<file path="src/rtl/nice_gemm_pkg.sv">
// nice_gemm_pkg: shared opcodes, status codes, FSM states and descriptor type for the GEMM NICE issuer
package nice_gemm_pkg;
   localparam logic [6:0] OPCODE   = 7'b0101011;
   localparam logic [6:0] F7_CFG0  = 7'b0000001;
   localparam logic [6:0] F7_CFG1  = 7'b0000010;
   localparam logic [6:0] F7_CFG2  = 7'b0000100;
   localparam logic [6:0] F7_CFG3  = 7'b0001000;
   localparam logic [6:0] F7_CFG4  = 7'b0010000;
   localparam logic [6:0] F7_CFG5  = 7'b0100000;
   localparam logic [6:0] F7_START = 7'b1000000;
   localparam logic [1:0] ST_OK      = 2'b00;
   localparam logic [1:0] ST_CFG_REJ = 2'b01;
   localparam logic [1:0] ST_RSP_ERR = 2'b10;
   localparam logic [1:0] ST_TIMEOUT = 2'b11;
   typedef enum logic [2:0] {S_IDLE, S_CFG, S_START, S_WAIT, S_FIN} state_t;
   typedef struct packed {
      logic [31:0] lhs_cols;
      logic [31:0] lhs_rows;
      logic [31:0] rhs_cols;
      logic [31:0] bias_addr;
      logic [31:0] lhs_addr;
      logic [31:0] rhs_addr;
      logic [31:0] lhs_offset;
      logic [31:0] dst_offset;
      logic [31:0] act_min;
      logic [31:0] act_max;
      logic [31:0] dst_multi_addr;
      logic [31:0] dst_shifts_addr;
      logic [31:0] dst_addr;
   } job_t;
   function automatic logic [31:0] instr_word(input logic [6:0] funct7, input logic [6:0] opc);
      return {funct7, 18'b0, opc};
   endfunction
endpackage

</file>
<file path="src/rtl/nice_cfg_mux.sv">
// nice_cfg_mux: picks funct7 and operands for instruction step idx (0..5 config, 6 start)
module nice_cfg_mux
   import nice_gemm_pkg::*;
(
   input  job_t        job,
   input  logic [2:0]  idx,
   output logic [6:0]  funct7,
   output logic [31:0] rs1,
   output logic [31:0] rs2
);
   // any idx beyond the config range falls through to the start command
   always_comb begin
      funct7 = F7_START;
      rs1    = job.dst_addr;
      rs2    = '0;
      case (idx)
         3'd0: begin funct7 = F7_CFG0; rs1 = job.lhs_cols;       rs2 = job.lhs_rows;        end
         3'd1: begin funct7 = F7_CFG1; rs1 = job.rhs_cols;       rs2 = job.bias_addr;       end
         3'd2: begin funct7 = F7_CFG2; rs1 = job.lhs_addr;       rs2 = job.rhs_addr;        end
         3'd3: begin funct7 = F7_CFG3; rs1 = job.lhs_offset;     rs2 = job.dst_offset;      end
         3'd4: begin funct7 = F7_CFG4; rs1 = job.act_min;        rs2 = job.act_max;         end
         3'd5: begin funct7 = F7_CFG5; rs1 = job.dst_multi_addr; rs2 = job.dst_shifts_addr; end
         default: ;
      endcase
   end
endmodule

</file>
<file path="src/rtl/nice_gemm_issuer.sv">
// nice_gemm_issuer: issues six config instructions and a start over NICE, then waits for completion
module nice_gemm_issuer #(
   parameter logic [6:0] OPCODE      = nice_gemm_pkg::OPCODE,
   parameter int         TIMEOUT_CYC = 65535,
   parameter int         CNT_W       = 16
) (
   input  logic        nice_clk,
   input  logic        nice_rst,
   input  logic        job_valid,
   output logic        job_ready,
   input  logic [31:0] job_lhs_cols,
   input  logic [31:0] job_lhs_rows,
   input  logic [31:0] job_rhs_cols,
   input  logic [31:0] job_bias_addr,
   input  logic [31:0] job_lhs_addr,
   input  logic [31:0] job_rhs_addr,
   input  logic [31:0] job_lhs_offset,
   input  logic [31:0] job_dst_offset,
   input  logic [31:0] job_act_min,
   input  logic [31:0] job_act_max,
   input  logic [31:0] job_dst_multi_addr,
   input  logic [31:0] job_dst_shifts_addr,
   input  logic [31:0] job_dst_addr,
   output logic        nice_req_valid,
   input  logic        nice_req_ready,
   output logic [31:0] nice_req_instr,
   output logic [31:0] nice_req_rs1,
   output logic [31:0] nice_req_rs2,
   input  logic        nice_rsp_1cyc_type,
   input  logic [31:0] nice_rsp_1cyc_dat_1,
   input  logic        nice_rsp_1cyc_err,
   input  logic        nice_rsp_multicyc_valid,
   output logic        nice_rsp_multicyc_ready,
   input  logic        nice_rsp_multicyc_err,
   output logic        busy,
   output logic        done,
   output logic [1:0]  status
);
   import nice_gemm_pkg::*;
   state_t            state;
   job_t              job;
   logic [2:0]        idx;
   logic [CNT_W-1:0]  cnt;
   logic [6:0]        funct7;
   logic [31:0]       rs1;
   logic [31:0]       rs2;
   logic              cfg_bad;
   logic              unused_dat;
   assign unused_dat     = ^nice_rsp_1cyc_dat_1[31:1];
   assign cfg_bad        = nice_rsp_1cyc_err | ~nice_rsp_1cyc_type | ~nice_rsp_1cyc_dat_1[0];
   assign nice_req_instr = nice_req_valid ? instr_word(funct7, OPCODE) : '0;
   assign nice_req_rs1   = nice_req_valid ? rs1 : '0;
   assign nice_req_rs2   = nice_req_valid ? rs2 : '0;
   nice_cfg_mux u_mux (
      .job    (job),
      .idx    (idx),
      .funct7 (funct7),
      .rs1    (rs1),
      .rs2    (rs2)
   );
   // capture the descriptor on acceptance; it needs no reset since it is only read after a capture
   always_ff @(posedge nice_clk) begin
      if (state == S_IDLE && job_valid)
         job <= '{job_lhs_cols, job_lhs_rows, job_rhs_cols, job_bias_addr, job_lhs_addr, job_rhs_addr,
                  job_lhs_offset, job_dst_offset, job_act_min, job_act_max, job_dst_multi_addr,
                  job_dst_shifts_addr, job_dst_addr};
   end
   // issue FSM with registered handshake/status outputs and the completion timeout counter
   always_ff @(posedge nice_clk) begin
      if (nice_rst) begin
         state                   <= S_IDLE;
         idx                     <= '0;
         cnt                     <= '0;
         job_ready               <= 1'b1;
         nice_req_valid          <= 1'b0;
         nice_rsp_multicyc_ready <= 1'b0;
         busy                    <= 1'b0;
         done                    <= 1'b0;
         status                  <= ST_OK;
      end else begin
         done <= 1'b0;
         case (state)
            S_IDLE: if (job_valid) begin
               idx            <= '0;
               job_ready      <= 1'b0;
               busy           <= 1'b1;
               nice_req_valid <= 1'b1;
               state          <= S_CFG;
            end
            S_CFG: if (nice_req_ready) begin
               if (cfg_bad) begin
                  status         <= ST_CFG_REJ;
                  nice_req_valid <= 1'b0;
                  done           <= 1'b1;
                  state          <= S_FIN;
               end else begin
                  idx <= idx + 3'd1;
                  if (idx == 3'd5) state <= S_START;
               end
            end
            S_START: if (nice_req_ready) begin
               cnt                     <= '0;
               nice_req_valid          <= 1'b0;
               nice_rsp_multicyc_ready <= 1'b1;
               state                   <= S_WAIT;
            end
            S_WAIT: begin
               cnt <= cnt + 1'b1;
               if (nice_rsp_multicyc_valid || (TIMEOUT_CYC != 0 && cnt == CNT_W'(TIMEOUT_CYC - 1))) begin
                  status                  <= nice_rsp_multicyc_valid ? (nice_rsp_multicyc_err ? ST_RSP_ERR : ST_OK) : ST_TIMEOUT;
                  nice_rsp_multicyc_ready <= 1'b0;
                  done                    <= 1'b1;
                  state                   <= S_FIN;
               end
            end
            S_FIN: begin
               busy      <= 1'b0;
               job_ready <= 1'b1;
               state     <= S_IDLE;
            end
            default: state <= S_IDLE;
         endcase
      end
   end
endmodule

</file>
<file path="config.mk">
export PLATFORM = sky130hd
export DESIGN_NAME = nice_gemm_issuer
export DESIGN_NICKNAME = d
export VERILOG_FILES = /design/src/rtl/nice_gemm_pkg.sv /design/src/rtl/nice_cfg_mux.sv /design/src/rtl/nice_gemm_issuer.sv
export SDC_FILE = /design/constraint.sdc
export NUM_CORES = 1
export LEC_CHECK = 0
export CAP_MARGIN = 20
export CORE_AREA = 2 2 218 220
export DETAILED_ROUTE_END_ITERATION = 8
export DIE_AREA = 0 0 220 222
export PLACE_DENSITY = 0.65
export SLEW_MARGIN = 20
export SYNTH_ARGS = -nofsm -noshare
export SYNTH_HDL_FRONTEND = slang
export SYNTH_SLANG_ARGS = --single-unit
</file>
<file path="constraint.sdc">
create_clock -name nice_clk -period 31.3 [get_ports nice_clk]
set_input_delay 7.825 -clock nice_clk [delete_from_list [all_inputs] [get_ports nice_clk]]
set_output_delay 7.825 -clock nice_clk [all_outputs]
set_load 0.03 [all_outputs]
</file>
---- Yosys cells after proc, flatten, opt, wreduce, memory -nomap -nowiden ----
Cells that the tools add are included.
storage, ports and cells
  flip-flop bits (word level) ............. 445
  logic and storage cells ................. 101
cells by class
  reductions and logical operators ........ 16
  equal/unequal tests ..................... 17
  muxes and demuxes ....................... 40
  bitwise operators ....................... 4
  add/sub/neg operators ................... 2
operators with widths
  operator               count
  $pmux 32 s6            2
  $mux 32                3
  $pmux 7 s6             1
  $pmux 16 s2            1
  $mux 3                 9
  $add 16x1->16 const B  1
  $eq 16x16->1 const B   1
  $mux 16                1
  $eq 3x2->1 const B     4
  $ne 2x2->1 const B     6
  $pmux 3 s4             1
  $mux 1                 10
  $mux 2                 5
  $reduce_and 5->1       2
  $eq 3x3->1 const B     3
  $pmux 1 s2             4
  $reduce_and 4->1       2
  $reduce_bool 2->1      4
  $eq 3x1->1 const B     2
  $logic_not 3->1        2
  $pmux 3 s2             1
  $pmux 2 s2             1
  $reduce_and 2->1       2
  $add 3x1->3 const B    1
  8 further kinds        10

---- Longest topological paths before layout ----
  word-level depth ........................ 6
  depth in mapped cells ................... 8
  depth with buffers taken out ............ 6

---- Cells and area by module ----
From an unflattened synthesis, not the netlist that was laid out.
unflattened totals
  cell total of the unflattened synthesis .. 1190
  area total of the unflattened synthesis .. 18853.1 um^2
modules (own cells, without submodules)
  module            area each (um^2)  instances  cells each
  nice_gemm_issuer  14791.7           1          709
  nice_cfg_mux      4061.4            1          481

---- Worst setup path after synthesis ----
OpenSTA, ideal clock, no wires.
  path type ............................... input-to-reg
  start ................................... in job_valid
  end ..................................... reg job[0] (netlist name)
  data arrival time ....................... 25.541 ns
  library setup time ...................... 1.206 ns
  cell stages on the path ................. 2
  path buffers ............................ 0
  path slack .............................. 4.553 ns
  required time ........................... 30.094 ns
  cell sequence ........................... or3b_2 -> nor2_1
on the way
  word-level cells in the longest chain between the ends .. 1
ends and longest elaborated chain
  what               line                    source
  from (decl)        nice_gemm_issuer.sv:9   input logic job_valid,
  $logic_and 1x1->1  nice_gemm_issuer.sv:63  if (state == S_IDLE && job_valid)
No other way between the ends.
A chain may end at the register's enable or synchronous reset.

---- Worst setup path in the final report ----
  start ................................... reg idx[2]
  end ..................................... out nice_req_rs2[9]
on the way
  word-level cells in the longest chain between the ends .. 3
  elaborated cells between the ends (all ways) .. 8
  classes of those cells .................. eq/ne: 5; mux: 2; reduce/logical: 1
ends and longest elaborated chain
  what                                line                    source
  from (decl)                         nice_gemm_issuer.sv:42  logic [2:0] idx;
  from (signal assigned)              nice_gemm_issuer.sv:97  idx <= idx + 3'd1;
  $eq 3x3->1 (tied with other cells)  nice_cfg_mux.sv:16      case (idx)
  $pmux 32 s6 *                       nice_cfg_mux.sv:16
  $mux 32 *                           nice_gemm_issuer.sv:53  assign nice_req_rs2 = nice_req_valid ? rs2 : '0;
  to (decl)                           nice_gemm_issuer.sv:28  output logic [31:0] nice_req_rs2,
Every way passes the cells marked *; elsewhere a longest branch is shown, timed or not.

==> impl_results.rst <==
.. list-table::
   :header-rows: 1

   * - Metric
     - Value
   * - Share of synthesized area occupied by flip-flops and latches
     - 75.6%
   * - Share of power burned in registers
     - 51.8%
   * - Most used flip-flop cell after synthesis
     - edfxtp_1
   * - Count of port buffers added during placement
     - 506
   * - Endpoint type of the worst setup path
     - primary output
   * - Number of endpoints with negative hold slack in the final report
     - 0
   * - Post-CTS setup-driven buffer insertion count
     - 0
   * - FP Rows
     - 79
   * - Worst VDD drop
     - 0.0719 mV
   * - Required time of the critical path
     - 23480 ps
   * - Clock tree from TritonCTS
     - done
   * - Shortest clock period the worst path allows after layout
     - 11890 ps
   * - Final RePlAce weighted congestion
     - 0.798
   * - Maximum operating frequency
     - 0.0841 GHz
   * - Net count, final
     - 2029
   * - Final setup TNS
     - 0 ps
   * - Fillcell total
     - 3843
   * - Area growth from synthesis to layout
     - 40.9%
   * - Floorplan Core Area
     - 0.0463 mm²
   * - Clock transition at the registers of the reported paths
     - 60 ps
   * - Vertical die dimension
     - 222 µm
   * - Half-perimeter wire length after detailed placement
     - 34.4 mm
   * - Worst hold path stage count
     - 2
   * - Number of global-route vias before repair
     - 12100
   * - Largest clock skew in the final design
     - 8.94 ps
   * - Average footprint of a synthesized cell
     - 16.2 µm²
   * - Most common library cell in the layout ignoring fill and taps
     - clkdlybuf4s50_1
   * - Clock insertion delay at the later pin of the skew report
     - 570 ps
   * - Number of routed nets with antenna violations
     - 0
   * - Final Routed Wirelength
     - 51.4 mm
   * - Overall die width
     - 220 µm
   * - Number of design-rule violations left by the first detailed-router iteration
     - 780
   * - Residual overflow from global routing
     - 0
   * - Power dissipated by switching net loads
     - 0.291 mW
   * - Drt wl/cell
     - 23.2 µm
   * - Via count
     - 11300
   * - Core occupancy in the finished layout
     - 52.7%
   * - Maximum number of pins on one net before global-route repair
     - 188
   * - Number of gates given a new drive strength after cts
     - 0
   * - Number of I/O pins
     - 559
   * - Reg2Reg Depth
     - 5
   * - Relative slew margins
     - 21.8%
   * - Number of different library cells in the post-synthesis netlist
     - 56
   * - Die Footprint
     - 0.0488 mm²
   * - R2R setup slack
     - 27020 ps
   * - Initial Utilization
     - 37.4%
   * - Vias per Instance
     - 5.13
   * - Leakage power
     - 8.17 nW
   * - Internal portion of total power
     - 1.07 mW
   * - Maximum buffer depth of the clock tree
     - 3
   * - Sink Count
     - 445
   * - # hold bufs at CTS
     - 0
   * - Critical setup path kind
     - flop to primary output
   * - Leading cell types in the layout, fill and taps excluded
     - clkdlybuf4s50_1 (506), edfxtp_1 (416), mux2_2 (90)
   * - Slew of the pin with the lowest slew margin
     - 1170 ps
   * - Setup repair after global routing missed its margin
     - false
   * - CTS H-Tree Depth
     - 2
   * - Switching share of total power
     - 21.4%
   * - Root buffer cell
     - clkbuf_16
   * - Fraction of layout instances using a drive strength above 1
     - 12.1%
   * - Setup violators final
     - 0
   * - Maximum fanout along the worst path
     - 44
   * - Hold_ws
     - 469 ps
   * - Nature of the critical path startpoint
     - flop
   * - Yosys warns
     - 0
   * - Max-capacitance violation count
     - 0
   * - Global-route wire length before repair
     - 74.2 mm
   * - Antenna violations before repair
     - 10
   * - Aggregate global-route resource usage
     - 20.5%
   * - Worst Hold Class
     - flop to flop
   * - Part of the cycle the worst path needs
     - 38.0%
   * - Worst endpoint data arrival time
     - 4070 ps
   * - Post-Synthesis Cells
     - 1066
   * - Result of the run
     - finished, final reports clean
   * - Power per standard cell area
     - 55.8 mW/mm²
   * - Logic gate share of total power
     - 9.3%
   * - Share of flip-flops with an asynchronous set or reset after synthesis
     - 0%
   * - Syn Std Cell Area
     - 0.0173 mm²
   * - Count of unresolved DRC violations after routing
     - 0
   * - Clock power share
     - 38.9%
   * - TritonCTS buffer count
     - 47
   * - Seq cells post-synth
     - 445
   * - Number of enable-type register cells in the synthesized netlist
     - 416
   * - Final max-slew violation count
     - 0
   * - Router iterations before antenna repair
     - 6
[routing by layer]
layer | GRT usage (%) | up-vias | routed length (µm)
met3 | 6.31 | 78 | 4890
met1 | 23.5 | 5551 | 19100
li1 | - | 5199 | -
met5 | 0 | - | 57
met2 | 35.9 | 512 | 26100
met4 | 7.36 | 8 | 1280
[worst max-delay path, stage by stage, from the launching register on]
cell and delay, ps:
dfxtp_4 550, inv_1 250, ha_2 690, buf_4 610
a22oi_1 180, a31oi_1 400, clkdlybuf4s50_1 750
[flip-flops by register name (all words and copies together) (netlist names), 2 cells and up]
| signal | flops |
|---|---|
| job | 416 |
| idx | 3 |
| status | 2 |
| cnt | 16 |
| state | 3 |
[stage by stage]
stage | power, mW | cells | setup slack, ps | area [µm²]
global placement | 0.841 | 2124 | 19380 | 22900
CTS | 1.37 | 2208 | 19240 | 24400
global route | 1.41 | 2214 | 19150 | 24400
finish | 1.36 | 2214 | 19410 | 24400
detailed placement | 0.845 | 2124 | 19260 | 22900
floorplan | 0.788 | 1086 | 4550 | 17400
[cell families (layout without fill, tap and decap cells)]
| family | after synthesis | count (layout) | share of synthesized area [%] |
|---|---|---|---|
| buf+inv | 105 | 620 | 2.99 |
| mux | 91 | 91 | 5.92 |
| other cells | 1 | 27 | 0.0217 |
| fa+ha+maj | 7 | 7 | 0.506 |
| simple gates | 172 | 172 | 4.96 |
| flops | 445 | 445 | 75.6 |
| compound gates | 245 | 245 | 10.0 |
[synthesized netlist by cell type, drive strengths merged, types with 15 or more instances]
library cell | instances | area [µm²]
edfxtp | 416 | 12500
nand2 | 89 | 334
mux2 | 90 | 1010
buf | 53 | 320
a21oi | 15 | 75.1
a31oi | 58 | 363
clkbuf | 40 | 151
a22oi | 68 | 510
a221oi | 34 | 298
o21ai | 40 | 204
dfxtp | 29 | 581
nor2 | 29 | 109
[worst paths after layout]
kind             start              end
min reg2reg  status[1]        status[1]
max reg2reg   state[0]         job[153]
min          status[1]        status[1]
max             idx[2]  nice_req_rs2[9]
[area by class of cell]
type                       count  area [µm²]  share of cell area, %
sequential                   445       13100                   53.7
timing repair buffer         524        5210                   21.4
multi-input combinational    536        3820                   15.7
clock buffer                  60        1250                   5.15
tap                          607         759                   3.12
clock inverter                24         188                  0.770
inverter                      12        45.0                  0.185
antenna                        6        15.0                 0.0616
[power by group through the flow]
| stage | Combinational, mW | Sequential [mW] | Clock, mW |
|---|---|---|---|
| 2_1_floorplan | 0.0491 | 0.739 | 0 |
| 3_3_place_gp | 0.125 | 0.715 | 0 |
| 3_5_place_dp | 0.127 | 0.717 | 0 |
| 4_1_cts | 0.128 | 0.705 | 0.542 |
| 5_1_grt | 0.135 | 0.707 | 0.565 |
| 6_report | 0.127 | 0.705 | 0.529 |
Power figures use the tool's default switching activity.
